File: src/rtl/auto_script_sequencer_if.sv
// Script sequencer bundle: mode/pause requests, MK9 ROM port and car drive outputs.
`timescale 1ns/1ps
interface auto_script_sequencer_if #(
    parameter int ADDR_W = 3
);
    logic              auto_req;
    logic              pause;
    logic [ADDR_W-1:0] rom_addr;
    logic [7:0]        rom_q;
    logic [2:0]        car_sw;
    logic [1:0]        car_key;
    logic              auto_active;
    logic              step_pulse;
    logic              loop_done;

    modport slave (
        input  auto_req, pause, rom_q,
        output rom_addr, car_sw, car_key, auto_active, step_pulse, loop_done
    );

    modport master (
        output auto_req, pause, rom_q,
        input  rom_addr, car_sw, car_key, auto_active, step_pulse, loop_done
    );
endinterface

File: src/rtl/auto_script_sequencer.sv
// Plays the MK9 script into the car instance with per-entry dwell, pause and
// restart-from-entry-0 whenever auto mode is re-entered.
//
// state  | meaning
// MANUAL | manual controls own the display, all outputs idle
// FETCH  | rom_addr stable, waiting ROM_LAT cycles for rom_q
// LOAD   | rom_q valid, applied to car outputs at the closing edge
// HOLD   | dwell countdown (frozen while pause=1)
`timescale 1ns/1ps
module auto_script_sequencer #(
    parameter int TICK_DIV = 20000000,
    parameter int ADDR_W   = 3,
    parameter int ROM_LAT  = 1
) (
    input  logic                  ADC_CLK_10,
    input  logic                  reset,
    auto_script_sequencer_if.slave bus
);

    typedef enum logic [1:0] {MANUAL, FETCH, LOAD, HOLD} state_t;

    localparam int                TW         = (TICK_DIV > 1) ? $clog2(TICK_DIV) : 1;
    localparam logic [TW-1:0]     TICK_LAST  = TW'(TICK_DIV - 1);
    localparam logic [1:0]        FETCH_LAST = 2'(ROM_LAT - 1);
    localparam logic [ADDR_W-1:0] ADDR_LAST  = '1;

    state_t            state, state_nxt;
    logic [ADDR_W-1:0] addr, addr_nxt;
    logic [1:0]        fetch_cnt, fetch_nxt;
    logic [TW-1:0]     tick, tick_nxt;
    logic [3:0]        units, units_nxt;
    logic [2:0]        sw, sw_nxt;
    logic [1:0]        key, key_nxt;
    logic              active, active_nxt;
    logic              step, step_nxt;
    logic              ldone, ldone_nxt;
    logic              tick_wrap;
    logic              hold_expire;

    assign tick_wrap   = !bus.pause && (tick == TICK_LAST);
    assign hold_expire = tick_wrap && (units == 4'd1);

    assign bus.rom_addr    = addr;
    assign bus.car_sw      = sw;
    assign bus.car_key     = key;
    assign bus.auto_active = active;
    assign bus.step_pulse  = step;
    assign bus.loop_done   = ldone;

    // State and registered outputs/counters; reset wins over everything.
    always_ff @(posedge ADC_CLK_10) begin
        if (reset) begin
            state     <= MANUAL;
            addr      <= '0;
            fetch_cnt <= '0;
            tick      <= '0;
            units     <= '0;
            sw        <= '0;
            key       <= 2'b11;
            active    <= 1'b0;
            step      <= 1'b0;
            ldone     <= 1'b0;
        end else begin
            state     <= state_nxt;
            addr      <= addr_nxt;
            fetch_cnt <= fetch_nxt;
            tick      <= tick_nxt;
            units     <= units_nxt;
            sw        <= sw_nxt;
            key       <= key_nxt;
            active    <= active_nxt;
            step      <= step_nxt;
            ldone     <= ldone_nxt;
        end
    end

    // Next state; dropping auto_req beats any LOAD capture or HOLD expiry.
    always_comb begin
        state_nxt = state;
        case (state)
            MANUAL: if (bus.auto_req) state_nxt = FETCH;
            FETCH: begin
                if (!bus.auto_req)               state_nxt = MANUAL;
                else if (fetch_cnt == FETCH_LAST) state_nxt = LOAD;
            end
            LOAD: begin
                if (!bus.auto_req) state_nxt = MANUAL;
                else               state_nxt = HOLD;
            end
            HOLD: begin
                if (!bus.auto_req)   state_nxt = MANUAL;
                else if (hold_expire) state_nxt = FETCH;
            end
            default: state_nxt = MANUAL;
        endcase
    end

    // Next values of outputs and dwell counters; pulses default low.
    always_comb begin
        addr_nxt   = addr;
        fetch_nxt  = fetch_cnt;
        tick_nxt   = tick;
        units_nxt  = units;
        sw_nxt     = sw;
        key_nxt    = key;
        active_nxt = active;
        step_nxt   = 1'b0;
        ldone_nxt  = 1'b0;
        if (state_nxt == MANUAL) begin
            addr_nxt   = '0;
            fetch_nxt  = '0;
            tick_nxt   = '0;
            units_nxt  = '0;
            sw_nxt     = '0;
            key_nxt    = 2'b11;
            active_nxt = 1'b0;
        end else begin
            case (state)
                MANUAL: begin
                    addr_nxt   = '0;
                    fetch_nxt  = '0;
                    active_nxt = 1'b1;
                end
                FETCH: fetch_nxt = fetch_cnt + 2'd1;
                LOAD: begin
                    sw_nxt    = bus.rom_q[2:0];
                    key_nxt   = {bus.rom_q[3], bus.rom_q[4]};
                    units_nxt = {1'b0, bus.rom_q[7:5]} + 4'd1;
                    tick_nxt  = '0;
                    step_nxt  = 1'b1;
                end
                HOLD: begin
                    if (!bus.pause) begin
                        if (tick_wrap) begin
                            tick_nxt  = '0;
                            units_nxt = units - 4'd1;
                            if (hold_expire) begin
                                addr_nxt  = addr + ADDR_W'(1);
                                fetch_nxt = '0;
                                ldone_nxt = (addr == ADDR_LAST);
                            end
                        end else begin
                            tick_nxt = tick + TW'(1);
                        end
                    end
                end
                default: ;
            endcase
        end
    end

endmodule

File: src/flat_wrapper.sv
// flat-port wrapper written by rule: the top's interface ports become plain ports
module auto_script_sequencer_flat 
#(
    parameter int TICK_DIV = 20000000,
    parameter int ADDR_W   = 3,
    parameter int ROM_LAT  = 1
)
  (ADC_CLK_10, reset, bus_auto_req, bus_pause, bus_rom_q, bus_rom_addr, bus_car_sw, bus_car_key, bus_auto_active, bus_step_pulse, bus_loop_done);
  auto_script_sequencer_if #(.ADDR_W(ADDR_W)) bus_i ();
  input  logic ADC_CLK_10;
  input  logic reset;
  input wire logic [$bits(bus_i.auto_req)-1:0] bus_auto_req;
  input wire logic [$bits(bus_i.pause)-1:0] bus_pause;
  input wire logic [$bits(bus_i.rom_q)-1:0] bus_rom_q;
  output wire logic [$bits(bus_i.rom_addr)-1:0] bus_rom_addr;
  output wire logic [$bits(bus_i.car_sw)-1:0] bus_car_sw;
  output wire logic [$bits(bus_i.car_key)-1:0] bus_car_key;
  output wire logic [$bits(bus_i.auto_active)-1:0] bus_auto_active;
  output wire logic [$bits(bus_i.step_pulse)-1:0] bus_step_pulse;
  output wire logic [$bits(bus_i.loop_done)-1:0] bus_loop_done;
  assign bus_i.auto_req = bus_auto_req;
  assign bus_i.pause = bus_pause;
  assign bus_i.rom_q = bus_rom_q;
  assign bus_rom_addr = bus_i.rom_addr;
  assign bus_car_sw = bus_i.car_sw;
  assign bus_car_key = bus_i.car_key;
  assign bus_auto_active = bus_i.auto_active;
  assign bus_step_pulse = bus_i.step_pulse;
  assign bus_loop_done = bus_i.loop_done;
  auto_script_sequencer #(.TICK_DIV(TICK_DIV), .ADDR_W(ADDR_W), .ROM_LAT(ROM_LAT)) u_core (.ADC_CLK_10(ADC_CLK_10), .reset(reset), .bus(bus_i));
endmodule
File: config.mk
export PLATFORM = sky130hd
export DESIGN_NAME = auto_script_sequencer_flat
export DESIGN_NICKNAME = d
export VERILOG_FILES = /design/src/rtl/auto_script_sequencer_if.sv /design/src/rtl/auto_script_sequencer.sv /design/src/flat_wrapper.sv
export SDC_FILE = /design/constraint.sdc
export NUM_CORES = 1
export LEC_CHECK = 0
export BUFFER_PORTS_ARGS = -buffer_cell sky130_fd_sc_hd__buf_2
export CAP_MARGIN = 20
export CORE_ASPECT_RATIO = 1.75
export CORE_MARGIN = 3
export CORE_UTILIZATION = 34
export DETAILED_ROUTE_END_ITERATION = 6
export GPL_TIMING_DRIVEN = 0
export PLACE_DENSITY = 0.54
export SYNTH_ARGS = -nofsm -noshare
export SYNTH_HDL_FRONTEND = slang
export SYNTH_SLANG_ARGS = --single-unit
File: constraint.sdc
create_clock -name ADC_CLK_10 -period 1.79 [get_ports ADC_CLK_10]
set_input_delay 0.179 -clock ADC_CLK_10 [delete_from_list [all_inputs] [get_ports ADC_CLK_10]]
set_output_delay 0.179 -clock ADC_CLK_10 [all_outputs]
set_load 0.01 [all_outputs]
==> metrics.txt <==
clock sink total=44; Unique masters post-synth=50; post-synthesis average cell area=8.67 um2; Lkg Pwr=0.00101 uW; first-pass GRT wire length=9.70 mm; Ys Warns=0; NetSw=425 uW; CORE AREA=6590 um2; combinational fraction of design power=6.0%; Final setup viols=0; most frequent cells in the layout=dfxtp_1 (34), nor2_1 (31), nand2_1 (28), buf_2 (22), nand4_1 (14); CTS tree=built; Min-Delay Endpoint=u_core.bus.car_key[0]; Mapped Cells=268; RR Startpoint=u_core.tick[0]; Clock Path Buffers=2; Hold Violations, Final=0; DR vias=2,008; drt wl/cell=15.2 um; Max Cap Viol=0; Top Layer Used=met4; EDFF count, synth=0; post-detail-place hpwl=4.22 mm; Placer Congestion=0.894; M1 WL=2.20 mm; routed wl met3=157 um; clock network fraction of total power=43.4%; ratio of cells with drive above 1 in the final layout=27.3%; Die Y=115 um; total CTS buffers=5; largest area contributor in the netlist=dfxtp_1; post-route ant nets=0; Starting Density=35.3%; vias in the first global route=2,026; critical path endpoint category=flop; IR drop worst, VDD=0.000386 V; worst setup margin=18.2 ps; Final Critical Period=1770 ps; IO buf count=21; total grt overflow=0; Hold Path Depth=3; internal power=1520 uW; sw frac=21.9%; Arr. time, crit path=1940 ps; Reg power frac=50.7%; Synth area leaders=dfxtp_1 (38%), nor2_1 (5.5%), xnor2_1 (4.9%); DRC Markers=0; Skew-Pair Late Insertion Delay=290 ps; num ports=23; Primary FF master, synth=dfxtp_1; Critical Path Start=u_core.tick[0]; Seq/Total Area, Yosys=37.9%; post-layout instance area=2860 um2; First DRT Iteration DRCs=102; commonest non-fill, non-tap cell in the layout=dfxtp_1; Worst Path Class, Setup=flop to flop; final worst path period share=99.0%; Post-Syn Nets=287; Setup WS pre-CTS=-261 ps; Die W=68.5 um; peak fanout along the critical path=5; clock slew at reported path FFs=60 ps; status=finished, final reports clean; WL final=5.87 mm; Worst Hold Class=input port to flop; via/cell ratio=5.20; RSZ-0062 raised after global routing=true; CTS H-tree lvls=2; Area growth, synth to finish=23.0%; Pwr per Cell Area=681 nW/um2; Mapped Area=2320 um2; dpl cell area=2530 um2; Site Rows=39; met2 WL=3.30 mm; worst clock skew=5.16 ps; HP Start=bus_rom_q[4]; Total Neg Setup Slack=0 ps; n_diodes=0; placed cells=371; clock root buffer=clkbuf_16; reg-to-reg slack, setup=20 ps; f_max=0.564 GHz; All-Layer GR Usage=16.3%; relative slew slack=63.8%; Nets=325; final slew viol count=0; initial antenna violation count=0; Post-Layout Cell Count=386; Synth Register Bits=44; first-pass iteration count of the detailed router=4; reg2reg end=u_core.bus.rom_addr[1]; Critical Path RT=1960 ps; largest net degree at the start of global routing=12; Synth top area share=37.9%; Fin Hold WS=104 ps; Die ar.=7900 um2; startpoint type of the worst setup path=flop; cells on worst reg2reg path=7; FFs w/ async S/R, synth=0%; Worst Tran Pin Value=541 ps
==> Yosys cell counts (2+ instances only) <==
| cell type | number |
|---|---|
| dfxtp_1 | 44 |
| nor2_1 | 34 |
| nand2_1 | 28 |
| nand4_1 | 14 |
| xnor2_1 | 13 |
| nand3_1 | 11 |
| inv_1 | 10 |
| o21ai_0 | 10 |
| mux2i_1 | 8 |
| nor3_1 | 8 |
| ha_1 | 7 |
| a21oi_1 | 6 |
| a31oi_1 | 6 |
| xor2_1 | 6 |
| nor4_1 | 5 |
| buf_6 | 4 |
| clkbuf_1 | 4 |
| nor2b_1 | 4 |
| nor4b_1 | 4 |
| buf_4 | 3 |
| and2_1 | 2 |
| and2_2 | 2 |
| and3_1 | 2 |
| and4_1 | 2 |
| nand2b_1 | 2 |
| nor4_2 | 2 |
| o211ai_1 | 2 |
| or2_2 | 2 |
| or4_1 | 2 |
==> critical path, stage by stage, from the launching register on <==
cell     delay, ps
dfxtp_4        370
ha_4           160
and4_1         240
nand4_1        170
nor4_4         250
buf_4          190
nand3_4        120
mux2i_1        160
==> worst max path at each step <==
stage / endpoint / slack [ps] / cells past startpoint
3_3_place_gp: u_core.tick[18] / -260 / 7
3_5_place_dp: u_core.tick[18] / -260 / 7
5_1_grt: u_core.tick[19] / -30 / 7
6_report: u_core.bus.rom_addr[1] / 20 / 7
2_1_floorplan: u_core.tick[11] / 130 / 7
4_1_cts: u_core.tick[24] / 10 / 7
==> area by class of cell <==
class / instances / area [um2]
plain buffers: 12 / 95.1
repair buffers: 31 / 180
fillers: 688 / 3730
multi-input cells: 202 / 1420
clock buffers: 5 / 125
flip-flops and latches: 44 / 898
inverters: 10 / 37.5
well taps: 82 / 103
==> power by group through the flow <==
stage | clock network [uW] | registers, uW | logic, uW
3_3_place_gp | 0 | 1010 | 105
3_5_place_dp | 0 | 1010 | 105
4_1_cts | 874 | 989 | 115
2_1_floorplan | 0 | 1010 | 66.9
5_1_grt | 918 | 987 | 128
6_report | 845 | 987 | 116
==> flip-flops by register name, summed over array words and instances (netlist names) <==
register	flops
u_core.bus.auto_active	1
u_core.bus.car_key	2
u_core.bus.car_sw	3
u_core.bus.loop_done	1
u_core.bus.rom_addr	3
u_core.bus.step_pulse	1
u_core.fetch_cnt	2
u_core.state	2
u_core.tick	25
u_core.units	4
==> logic make-up after synthesis <==
| family | Yosys count | synth area share, % |
|---|---|---|
| adder cells (fa/ha/maj) | 7 | 3.77 |
| AO/OA/AOI/OAI | 34 | 9.64 |
| buffers and inverters | 22 | 5.38 |
| multiplexers | 8 | 3.45 |
| XOR/XNOR | 19 | 7.16 |
| AND/OR/NAND/NOR | 134 | 32.7 |
| flip-flops | 44 | 37.9 |
==> timing repair <==
| action | in CTS | in global routing |
|---|---|---|
| setup buffers | 6 | 3 |
| pin swaps | 6 | 9 |
| hold buffers | 0 | 0 |
| resized for setup | 13 | 23 |
| cloned | 1 | 0 |
| endpoints found under the setup margin | 32 | 35 |
==> layer usage <==
layer | up-vias | GRT usage, %
li1 | 1024 | -
met1 | 936 | 16.1
met2 | 35 | 30.0
met3 | 13 | 2.74
met4 | 0 | 9.56
met5 | - | 0
==> per-stage QoR <==
stage                     total power (uW)  util (%)
final                                 1950      43.4
after CTS                             1980      41.8
after global placement                1120      38.4
after floorplan                       1080         -
after global routing                  2030      43.4
after detailed placement              1120      38.4
Power figures use the tool's default switching activity.
